File: config.mk
export PLATFORM = sky130hd
export DESIGN_NAME = haar_cascade_sequencer
export DESIGN_NICKNAME = d
export VERILOG_FILES = /design/src/rtl/haar_cascade_sequencer.sv
export SDC_FILE = /design/constraint.sdc
export NUM_CORES = 1
export LEC_CHECK = 0
export ABC_CLOCK_PERIOD_IN_PS = 7900
export CAP_MARGIN = 5
export CORE_ASPECT_RATIO = 0.6
export CORE_MARGIN = 2
export CORE_UTILIZATION = 40
export CTS_BUF_LIST = sky130_fd_sc_hd__clkbuf_8
export DETAILED_ROUTE_END_ITERATION = 8
export GPL_TIMING_DRIVEN = 0
export PLACE_DENSITY = 0.72
export RECOVER_POWER = 50
export SLEW_MARGIN = 30
export SYNTH_ARGS = -nofsm -noshare
export SYNTH_HDL_FRONTEND = slang
export SYNTH_SLANG_ARGS = --single-unit
File: constraint.sdc
create_clock -name clk -period 7.9 [get_ports clk]
set_input_delay 1.58 -clock clk [delete_from_list [all_inputs] [get_ports clk]]
set_output_delay 1.58 -clock clk [all_outputs]
set_load 0.005 [all_outputs]
File: src/rtl/haar_cascade_sequencer.sv
// Haar cascade window evaluator: walks the feature table stage by stage,
// accumulates signed votes and exits early on the first failing stage.
module haar_cascade_sequencer #(
  parameter int NUM_STAGES = 22,
  parameter int FEAT_AW    = 12,
  parameter int STAGE_AW   = 5
) (
  input  logic                clk,
  input  logic                reset,
  input  logic                start,
  output logic                busy,
  output logic                done,
  output logic                is_face,
  output logic [FEAT_AW-1:0]  feat_addr,
  input  logic [8:0]          feat_pix,
  input  logic                feat_last,
  input  logic signed [31:0]  feat_thresh,
  input  logic signed [31:0]  feat_left,
  input  logic signed [31:0]  feat_right,
  output logic [STAGE_AW-1:0] stage_addr,
  input  logic signed [31:0]  stage_thresh,
  output logic [8:0]          ib_addr,
  input  logic signed [31:0]  ib_data
);

  typedef enum logic [2:0] {
    IDLE,
    FEAT_RD,
    PIX_RD,
    EVAL,
    STAGE_CHK,
    DONE
  } state_t;

  localparam logic [FEAT_AW-1:0]  FEAT_ONE   = 1;
  localparam logic [STAGE_AW-1:0] STAGE_ONE  = 1;
  localparam logic [STAGE_AW-1:0] LAST_STAGE = STAGE_AW'(NUM_STAGES - 1);

  state_t                state_q, state_d;
  logic [FEAT_AW-1:0]    feat_addr_q, feat_addr_d;
  logic [STAGE_AW-1:0]   stage_q, stage_d;
  logic signed [31:0]    acc_q, acc_d;
  logic                  is_face_q, is_face_d;
  logic [8:0]            ib_addr_q, ib_addr_d;
  logic                  last_q, last_d;
  logic signed [31:0]    thresh_q, thresh_d;
  logic signed [31:0]    left_q, left_d;
  logic signed [31:0]    right_q, right_d;
  logic signed [31:0]    vote;

  assign vote = (ib_data > thresh_q) ? right_q : left_q;

  always_comb begin
    state_d     = state_q;
    feat_addr_d = feat_addr_q;
    stage_d     = stage_q;
    acc_d       = acc_q;
    is_face_d   = is_face_q;
    ib_addr_d   = ib_addr_q;
    last_d      = last_q;
    thresh_d    = thresh_q;
    left_d      = left_q;
    right_d     = right_q;
    case (state_q)
      IDLE: begin
        if (start) begin
          feat_addr_d = '0;
          stage_d     = '0;
          acc_d       = '0;
          is_face_d   = 1'b0;
          state_d     = FEAT_RD;
        end
      end
      FEAT_RD: state_d = PIX_RD;
      PIX_RD: begin
        ib_addr_d = feat_pix;
        last_d    = feat_last;
        thresh_d  = feat_thresh;
        left_d    = feat_left;
        right_d   = feat_right;
        state_d   = EVAL;
      end
      EVAL: begin
        acc_d = acc_q + vote;
        if (last_q) begin
          state_d = STAGE_CHK;
        end else begin
          feat_addr_d = feat_addr_q + FEAT_ONE;
          state_d     = FEAT_RD;
        end
      end
      STAGE_CHK: begin
        // Equality with the stage threshold counts as a pass.
        if (acc_q < stage_thresh) begin
          is_face_d = 1'b0;
          state_d   = DONE;
        end else if (stage_q == LAST_STAGE) begin
          is_face_d = 1'b1;
          state_d   = DONE;
        end else begin
          stage_d     = stage_q + STAGE_ONE;
          acc_d       = '0;
          feat_addr_d = feat_addr_q + FEAT_ONE;
          state_d     = FEAT_RD;
        end
      end
      DONE:    state_d = IDLE;
      default: state_d = IDLE;
    endcase
  end

  always_ff @(posedge clk) begin
    if (reset) begin
      state_q     <= IDLE;
      feat_addr_q <= '0;
      stage_q     <= '0;
      acc_q       <= '0;
      is_face_q   <= 1'b0;
      ib_addr_q   <= '0;
      last_q      <= 1'b0;
      thresh_q    <= '0;
      left_q      <= '0;
      right_q     <= '0;
    end else begin
      state_q     <= state_d;
      feat_addr_q <= feat_addr_d;
      stage_q     <= stage_d;
      acc_q       <= acc_d;
      is_face_q   <= is_face_d;
      ib_addr_q   <= ib_addr_d;
      last_q      <= last_d;
      thresh_q    <= thresh_d;
      left_q      <= left_d;
      right_q     <= right_d;
    end
  end

  // The buffer address is presented as it is being loaded, so the synchronous
  // read lands in EVAL rather than one cycle later.
  assign ib_addr    = ib_addr_d;
  assign feat_addr  = feat_addr_q;
  assign stage_addr = stage_q;
  assign is_face    = is_face_q;
  assign busy       = (state_q != IDLE);
  assign done       = (state_q == DONE);

endmodule

Word-level counts from Yosys, hierarchy flattened:

Cells that the tools add are included.

* flip-flop bits (word level): 159
* bits in latches: 0
* RAM bits: 0
* memory bits (read-only): 0
* bits of input ports: 173
* output and inout port bits: 29
* logic and storage cells: 58
* memories: 0

* add/sub/neg operators: 3
* multiply operators: 0
* div/mod/pow operators: 0
* magnitude comparators: 2
* equal/unequal tests: 11
* shift-type cells: 0
* muxes and demuxes: 24
* bitwise logic cells: 0
* reductions and logical operators: 8

Operators by type and width (number)
* $mux W32: 4
* $pmux W32 S3: 1
* $mux W12: 4
* $pmux W12 S3: 1
* $add A32 B32 Y32: 1
* $gt A32 B32 Y1: 1
* $lt A32 B32 Y1: 1
* $mux W5: 3
* $pmux W3 S5: 1
* $add A12 B1 Y12 const B: 1
* $mux W3: 4
* $pmux W5 S2: 1
* $mux W9: 1
* $ne A2 B2 Y1 const B: 4
* $reduce_and A4 Y1: 2
* $eq A3 B2 Y1 const B: 2
* $eq A3 B3 Y1 const B: 2
* $reduce_bool A3 Y1: 2
* $add A5 B1 Y5 const B: 1
* $eq A5 B5 Y1 const B: 1
* $reduce_and A5 Y1: 1
* $eq A3 B1 Y1 const B: 1
* $logic_not A3 Y1: 1
* $mux W1: 3
* 4 further kinds: 4

Longest topological paths before layout:

Gate-level depths: netlist of the first run.

* depth in word-level cells: 4
* gate-level depth with buffers: 22
* gate-level depth less buffers: 21

Worst setup path before layout of the first run:

No wires, ideal clock.

* path kind: input-to-reg
* start: input port ib_data[1]
* end: register acc_q[31]
* library setup time: 0.114 ns
* data arrival time: 6.086 ns
* data required time: 7.786 ns
* slack: 1.700 ns
* stages: 20
* path buffers: 1
* path through: ha_1 nor2b_1 o211ai_1 a2111oi_0 o31ai_1 and4_1 nor3_2 clkbuf_1 mux2_2 ha_1 a21o_1 a221o_1 a21oi_2 o21ai_2 a211oi_2 or3_1 a21oi_1 or3_1 a31o_1 a21o_1

* longest elaborated chain between the ends: 4

RTL lines
* start: declaration: RTL line 23 `input logic signed [31:0] ib_data`
* $gt A32 B32 Y1: RTL line 51 `assign vote = (ib_data > thresh_q) ? right_q : left_q;`
* $mux W32: RTL line 51
* $add A32 B32 Y32: RTL line 84 `acc_d = acc_q + vote;`
* $pmux W32 S3: RTL line 64 `case (state_q)`
* end signal: assignment: RTL line 117 `acc_q <= '0;`
* end signal: assignment: RTL line 128 `acc_q <= acc_d;`
* end: declaration: RTL line 42 `logic signed [31:0] acc_q, acc_d;`

Every way passes these cells.
A chain may end at the register's enable or synchronous reset.

Worst setup path in the final report of the first run:

* start: input port ib_data[1]
* end: register acc_q[28]

Same word-level chain as after synthesis.

==> metrics.txt, run 1 <==
share of cells above drive strength 1 0.0586; Die Area 24,500 sq um; drt initial violations 608; actual slew at the worst max-slew pin 991 ps; GR Util All Layers 0.223; global-route wire length before repair 43,100 um; largest net degree at the start of global routing 17; core area 23,000 sq um; CTS sink cnt 159; CP required 8270 ps; 1st-pass router iterations 6; Critical Path Fanout Max 10; cell taking the most area after synthesis dfxtp_1; Leak 5.13 nW; Max-Cap Viols 0; hold crit path type reg2reg; vias per std cell 5.21; most frequent cells in the layout nand2_1, clkdlybuf4s50_1, a21oi_1; Num CTS Buffers 17; io pins 202; Post-Place Worst Slack -18.4 ps; clock root buffer clkbuf_8; Crit path largest cell delay 700 ps; Antenna Nets Post-Route 0; post-synth top area share 0.343; Synth area leaders dfxtp_1, ha_1, nand2_1; CP max stage cell clkbuf_1; max-slew violations 0; syn nets 1,428; # port buffers 200; CTS Buffer Depth 2; area grow syn2layout 30.1%; PD cells 158 nW/um^2; Resize count post-CTS 0; final worst slack 291 ps; VDD IR max 0.000106 V; RSZ-0062 raised after global routing no; vias in the first global route 8,322; met3 wire length 1820 um; worst skew pair latency 480 ps; Worst Path Buf+Inv 2; FF+latch count, synth 159; Post-CTS Setup Bufs 0; initial antenna violation count 0; Hold-fix buffers, CTS 0; final design utilization 0.526; Ys Warns 0; endpoints failing setup 0; Gate Count Post-Synth 1,150; Fmax achieved 131 MHz; Seq/Total Area, Yosys 0.343; WL met1 14,200 um; number of enable flip-flop cells after synthesis 0; Period minus WS final 7610 ps; post-route cell area 12,100 sq um; Worst Skew 15.5 ps; Ant. Diodes 0; H-tree depth 4; Cell Chain, Critical Path clkdlybuf4s50_1, ha_1, nor2b_1, o211ai_1, a2111oi_0, o31ai_1, and4_1, nor3_2, clkbuf_1, mux2_2, ha_1, fa_1, nand3_1, a21oi_1, o2111ai_1, a211oi_1, nor2_1, nor2_1, o2111ai_1, o21ai_1, and3_1, a221o_1; unique cell type count in the Yosys netlist 68; top layer used by detailed routing met4; die width 201 um; Crit. End Element flop; max_slew headroom 0.334; GRT overflow 0; Fin. Hold Viols 0; total power 1.92 mW; mean post-synth cell area 8.08 sq um; status finished, final reports clean; fin nets 1,647; Fin Setup TNS 0 ps; Worst EP arrival 7970 ps; Worst path top cell family by delay compound AO/OA/AOI/OAI gates; ys flop type dfxtp_1; Die H 122 um; wire per inst 16.1 um; Post-synth ARST share 0; vias after detailed routing 8,848; Clk pin slew, worst setup/hold paths 90 ps; Period Utilization, post-route 0.963; DRC Markers 0; GP Congestion 0.907; area of placed instances 11,700 sq um; commonest non-fill, non-tap cell in the layout nand2_1; CP Class in2reg; row count 43; CTS tree done; routed wl met2 11,100 um; final wirelength 27,300 um; Initial Util 0.404; Post-Synthesis Cell Area 9290 sq um; DP HPWL 21,600 um; CP Launch Type input pin
## metrics by stage
stage / hold slack, ps / std cells
floorplan: 433 / 1150
detailed placement: 446 / 1665
CTS: 458 / 1697
global placement: 439 / 1665
global route: 472 / 1697
finish: 455 / 1697
## synthesized netlist by cell type (all sizes together), types with 15 or more instances
cell type and n:
mux2 32, a21oi 169, clkbuf 45, a21o 34, nand3 17, nand2 258
nand4 21, ha 104, dfxtp 159, o21ai 27, inv 74, nor2 28
a22o 22, xnor2 15
## registers in the layout (all words and copies together), names as in the netlist
register,cells
acc_q,32
feat_addr,12
ib_addr_q,9
state_q,3
left_q,32
last_q,1
thresh_q,32
right_q,32
stage_addr,5
is_face,1
## tightest hold or removal path: cells and delay by family (launching register included)
family / cells / cell delay, ps
AND/OR/NAND/NOR: 1 / 50
flip-flops: 1 / 310
AO/OA/AOI/OAI: 1 / 50
## layout make-up
cell class / instances / area, sq um
buffer: 51 / 201
timing repair buffer: 200 / 2000
fill: 2189 / 10900
multi-input combinational: 866 / 5630
clock inverter: 11 / 114
tap: 315 / 394
sequential: 159 / 3180
clock buffer: 21 / 289
inverter: 74 / 278
## power breakdown
group | switching, mW | internal, mW | leakage [nW]
logic | 0.226 | 0.198 | 3.63
registers | 0.0196 | 0.841 | 1.29
clock network | 0.319 | 0.312 | 0.213
total | 0.565 | 1.35 | 5.13
## worst paths after layout
check | start | to | slack (ps) | cells past startpoint
min | left_q[10]$_SDFFE_PP0P_ | left_q[10]$_SDFFE_PP0P_ | 460 | 2
max reg2reg | thresh_q[1]$_SDFFE_PP0P_ | acc_q[28]$_SDFFE_PP0P_ | 1440 | 22
min reg2reg | left_q[10]$_SDFFE_PP0P_ | left_q[10]$_SDFFE_PP0P_ | 460 | 2
max | ib_data[1] | acc_q[28]$_SDFFE_PP0P_ | 290 | 22
## metal layers
layer,vias up,track usage
met5,-,0
li1,4458,-
met3,24,0.0425
met1,4079,0.329
met2,287,0.336
met4,0,0.0468
## kinds of logic (layout without fill, tap and decap cells)
logic type / Yosys count / count (layout) / share of synthesized area
mux: 35 / 35 / 0.0420
simple gates: 392 / 392 / 0.190
compound gates: 305 / 305 / 0.204
flops: 159 / 159 / 0.343
buf+inv: 125 / 357 / 0.0516
fa+ha+maj: 105 / 105 / 0.142
xor+xnor: 29 / 29 / 0.0273
Note: power is estimated with default switching activity, not from simulation.
==> inputs of run 2 (changes only) <==
CORE_UTILIZATION = 53   (was 40)
PLACE_DENSITY = 0.9   (was 0.72)
==> run 2 against run 1 <==
  * Hold slack improved by 4.1 ps
  * Sequential share of layout area increased by 0.24 points
  * First-iteration DRC count increased by 35%
  * Largest cell class unchanged
  * Largest power group unchanged
==> metrics.txt, run 2 (synthesized netlist as in run 1, its figures left out) <==
status finished, final reports clean; max-slew violations 0 (unchanged); DP HPWL 21,400 um (-1.3%); global-route wire length before repair 43,000 um (about the same); critical path startpoint ib_data[7]; Worst Path Buf+Inv 2 (unchanged); CP Launch Type input pin; Fin. Hold Viols 0 (unchanged); VDD IR max 0.000109 V (+3.5%); RSZ-0062 raised after global routing no; Initial Util 0.542 (+0.138); Reg-to-Reg Start thresh_q[7]$_SDFFE_PP0P_; Worst EP arrival 7980 ps (about the same); # fillers 1,351 (-38%); GRT overflow 0 (unchanged); CP required 8240 ps (-30 ps); post-route cell area 12,000 sq um (-0.91%); Cell Chain, Critical Path clkdlybuf4s50_1, ha_1, nand4_1, a2111oi_0, o31ai_1, and4_1, nor3_2, clkbuf_1, mux2_2, ha_1, nand3_1, a21oi_1, o2111ai_1, a211oi_1, nor2_1, nor2_1, o2111ai_1, o21ai_1, o21ai_0, a221o_1; max_slew headroom 0.419 (+0.0846); Period Utilization, post-route 0.967 (+0.00352); Clock power frac 0.321 (-0.008); die width 175 um (-13%); core area 17,100 sq um (-25%); clock root buffer clkbuf_8; Worst Skew 21.5 ps (+5.98 ps); 1st-pass router iterations 7 (+1); worst skew pair latency 460 ps (-20 ps); CTS tree done; vias after detailed routing 9,177 (+3.7%); Die Area 18,600 sq um (-24%); Worst path top cell family by delay compound AO/OA/AOI/OAI gates; Fmax achieved 131 MHz (-0.36%); commonest non-fill, non-tap cell in the layout nand2_1; vias in the first global route 8,979 (+7.9%); drt initial violations 823 (+35%); CP Class in2reg; Clk pin slew, worst setup/hold paths 90 ps (about the same); wire per inst 16.8 um (+4.5%); Period minus WS final 7640 ps (+27.8 ps); Crit. End Element flop; row count 37 (-14%); Crit path largest cell delay 690 ps (about the same); switching power 592 uW (+4.9%); Critical Path Fanout Max 10 (unchanged); GP Congestion 0.971 (+7.0%); Int Power 1.31 mW (-3.1%); Switching Share 0.312 (+0.0167); area grow syn2layout 28.9%; Max-Cap Viols 0 (unchanged); CTS Buffer Depth 2 (unchanged); HP Start right_q[27]$_SDFFE_PP0P_; Fin Setup TNS 0 ps (unchanged); vias per std cell 5.68 (+8.9%); fin nets 1,647 (unchanged); Antenna Nets Post-Route 0 (unchanged); Seq pwr share 0.453 (+0.004); actual slew at the worst max-slew pin 866 ps (-126 ps); Hold-fix buffers, CTS 0 (unchanged); CP max stage cell a2111oi_0; initial antenna violation count 0 (unchanged); Gate power share 0.226 (+0.005); most frequent cells in the layout nand2_1, clkdlybuf4s50_1, a21oi_1; CTS sink cnt 159 (unchanged); final wirelength 27,200 um (-0.50%); area of placed instances 11,600 sq um (-0.87%); largest net degree at the start of global routing 17 (unchanged); Ant. Diodes 0 (unchanged); # port buffers 200 (unchanged); Leak 5.12 nW (-0.25%); GR Util All Layers 0.289 (+0.0660); Num CTS Buffers 17 (unchanged); hold crit path type reg2reg; Die H 107 um (-13%); io pins 202 (unchanged); PD cells 159 nW/um^2 (+0.20%); DRC Markers 0 (unchanged); share of cells above drive strength 1 0.0601 (+0.00145); H-tree depth 4 (unchanged); endpoints failing setup 0 (unchanged)
-- run 2: cell types whose count changed in the layout (fill, tap and decap cells not counted) --
| cell | before | now |
|---|---|---|
| inv_8 | 0 | 3 |
| clkinv_2 | 5 | 1 |
| inv_1 | 75 | 74 |
| clkbuf_2 | 0 | 1 |
| clkinvlp_4 | 1 | 2 |
| clkbuf_1 | 47 | 46 |
| bufinv_16 | 2 | 1 |
| clkbuf_8 | 21 | 18 |
| inv_6 | 0 | 5 |
-- run 2: cell type report --
class / instances / area (sq um) / share of cell area
multi-input cells: 866 / 5630 / 0.470
flip-flops and latches: 159 / 3180 / 0.266
repair buffers: 200 / 2000 / 0.167
well taps: 234 / 293 / 0.0244
inverters: 74 / 278 / 0.0232
clock buffers: 18 / 248 / 0.0207
plain buffers: 51 / 203 / 0.0169
clock inverters: 14 / 145 / 0.0121
-- run 2: per-stage QoR --
stage	instances	setup slack [ps]	power, mW	utilization	hold slack, ps
after global routing	1616	67.5	1.98	0.699	481
after CTS	1616	316	1.90	0.699	460
after detailed placement	1584	-119	1.30	0.676	445
after global placement	1584	25.9	1.28	0.676	438
final	1616	263	1.90	0.699	459
after floorplan	1150	1700	1.11	-	433
-- run 2: repair_timing --
| action | 4_1_cts | 5_1_grt |
|---|---|---|
| gates resized for setup | 0 | 2 |
| buffers inserted | 0 | 0 |
| setup endpoints to repair | 0 | 1 |
-- run 2: power by group through the flow --
stage | clock [mW] | combinational (mW) | sequential (mW)
3_5_place_dp | 0 | 0.421 | 0.879
5_1_grt | 0.650 | 0.466 | 0.866
6_report | 0.611 | 0.430 | 0.861
3_3_place_gp | 0 | 0.405 | 0.877
4_1_cts | 0.615 | 0.425 | 0.860
2_1_floorplan | 0 | 0.237 | 0.873
-- run 2: final timing paths --
kind,endpoint,slack (ps),cells past startpoint
hold reg to reg,right_q[27]$_SDFFE_PP0P_,460,2
setup reg to reg,acc_q[28]$_SDFFE_PP0P_,1440,20
hold / removal,right_q[27]$_SDFFE_PP0P_,460,2
setup / recovery,acc_q[28]$_SDFFE_PP0P_,260,20
-- run 2: worst reg2reg max path: stages (launching register included) --
cell and delay (ps):
dfxtp_1 340, inv_1 50, ha_1 300, nand4_1 190, a2111oi_0 690, o31ai_1 170
and4_1 240, nor3_2 590, clkbuf_1 600, mux2_2 420, ha_1 340, nand3_1 120
a21oi_1 220, o2111ai_1 280, a211oi_1 280, nor2_1 100, nor2_1 190, o2111ai_1 280
o21ai_1 460, o21ai_0 160, a221o_1 330
-- run 2: per-layer routing --
metal,wire [um],part of all wire,track usage
met1,12600,0.46,0.395
met2,12000,0.44,0.471
met3,2120,0.078,0.0458
met4,527,0.019,0.0869
met5,0,0,0
==> inputs of run 3 (changes only) <==
SETUP_SLACK_MARGIN = 0.5   (was not set)
==> run 3 against run 2 <==
  * Setup slack improved by 390 ps
  * Sequential share of layout area about the same
  * Clock power about the same
  * Largest power group unchanged
  * Highest routed layer unchanged
==> metrics.txt, run 3 (synthesized netlist as in run 1, its figures left out) <==
Worst Skew 21.4 ps (-0.0936 ps); GR Util All Layers 0.289 (about the same); 1st-pass router iterations 6 (-1); endpoints failing setup 0 (unchanged); final wirelength 27,200 um (about the same); Fin. Hold Viols 0 (unchanged); Die H 107 um (unchanged); Post-Place Worst Slack -119 ps (unchanged); worst skew pair latency 460 ps (about the same); Worst EP arrival 7590 ps (-390 ps); GP Congestion 0.971 (unchanged); commonest non-fill, non-tap cell in the layout nand2_1; GRT overflow 0 (unchanged); Initial Util 0.542 (unchanged); io pins 202 (unchanged); H-tree depth 4 (unchanged); wire per inst 16.8 um (about the same); area grow syn2layout 29.0% (about the same); initial antenna violation count 0 (unchanged); Post-CTS Setup Bufs 0 (unchanged); RSZ-0062 raised after global routing no; # port buffers 200 (unchanged); max_slew headroom 0.416 (-0.00263); DRC Markers 0 (unchanged); R2R Setup Slk 1830 ps (+390 ps); final design utilization 0.700 (about the same); CTS sink cnt 159 (unchanged); max-slew violations 0 (unchanged); post-route cell area 12,000 sq um (about the same); Max-Cap Viols 0 (unchanged); actual slew at the worst max-slew pin 869 ps (+3.91 ps); vias after detailed routing 9,183 (+0.065%); most frequent cells in the layout nand2_1, clkdlybuf4s50_1, a21oi_1; DP HPWL 21,400 um (unchanged); Period Utilization, post-route 0.918 (-0.0491); vias in the first global route 8,980 (+0.011%); CTS Buffer Depth 2 (unchanged); final worst slack 651 ps (+388 ps); CP required 8250 ps (about the same); status finished, final reports clean; Num CTS Buffers 17 (unchanged); hold crit path type reg2reg; fin nets 1,647 (unchanged); clock root buffer clkbuf_8; core area 17,100 sq um (unchanged); VDD IR max 0.000109 V (about the same); largest net degree at the start of global routing 17 (unchanged); Period minus WS final 7250 ps (-388 ps); drt initial violations 801 (-2.7%); global-route wire length before repair 43,100 um (about the same); CP Class in2reg; CTS tree done; total power 1.90 mW (+0.11%); Fin Setup TNS 0 ps (unchanged); vias per std cell 5.68 (about the same); area of placed instances 11,600 sq um (unchanged); PD cells 159 nW/um^2 (about the same); Ant. Diodes 0 (unchanged); Die Area 18,600 sq um (unchanged); CP Launch Type input pin; die width 175 um (unchanged); row count 37 (unchanged); share of cells above drive strength 1 0.0608 (+0.000724); Antenna Nets Post-Route 0 (unchanged); Fmax achieved 138 MHz (+5.4%); Leak 5.12 nW (about the same); Critical Path Fanout Max 10 (unchanged); Clk pin slew, worst setup/hold paths 90 ps (about the same); Crit. End Element flop
run 3: stage by stage:
stage | hold slack, ps | std cells
after floorplan | 433 | 1150
after global placement | 438 | 1584
after detailed placement | 445 | 1584
after CTS | 460 | 1616
final | 459 | 1616
after global routing | 481 | 1616
run 3: report_power, final:
part | switching, mW | internal, mW
registers | 0.0200 | 0.841
clock network | 0.343 | 0.269
logic | 0.231 | 0.200
total | 0.594 | 1.31
run 3: layout make-up:
cell class / instances / area, sq um
plain buffers: 51 / 204
multi-input cells: 866 / 5640
clock buffers: 18 / 248
clock inverters: 14 / 145
flip-flops and latches: 159 / 3180
well taps: 234 / 293
fillers: 1349 / 5140
repair buffers: 200 / 2000
inverters: 74 / 278
run 3: critical path, cell delays in order:
cell and delay, ps:
clkdlybuf4s50_1 410, ha_1 320, nand4_1 190, a2111oi_1 590, o31ai_1 160, and4_1 250, nor3_4 410, clkbuf_2 460
mux2_2 390, ha_1 210, fa_1 420, nand3_1 120, a21oi_1 100, o2111ai_1 410, a211oi_1 140, nor2_1 200
nor2_1 110, o2111ai_1 400, o21ai_1 250, and3_1 230, a221o_1 250
run 3: metal layers:
metal,up-vias,track usage,part of all wire
met1,4258,0.395,0.46
met3,56,0.0458,0.081
met4,0,0.0881,0.022
li1,4445,-,-
met5,-,0,0
met2,424,0.471,0.44
run 3: what timing repair did:
action                                  CTS  global route
hold buffers                              0             0
endpoints found under the setup margin    5             5
resized for setup                         2             2
endpoints found under the hold margin     0             0
run 3: path summary, 6_finish.rpt:
check	from	to	cells past startpoint
worst min-delay path	right_q[27]$_SDFFE_PP0P_	right_q[27]$_SDFFE_PP0P_	2
worst max-delay path	ib_data[7]	acc_q[28]$_SDFFE_PP0P_	21
worst min register to register	right_q[27]$_SDFFE_PP0P_	right_q[27]$_SDFFE_PP0P_	2
worst max register to register	thresh_q[7]$_SDFFE_PP0P_	acc_q[28]$_SDFFE_PP0P_	21
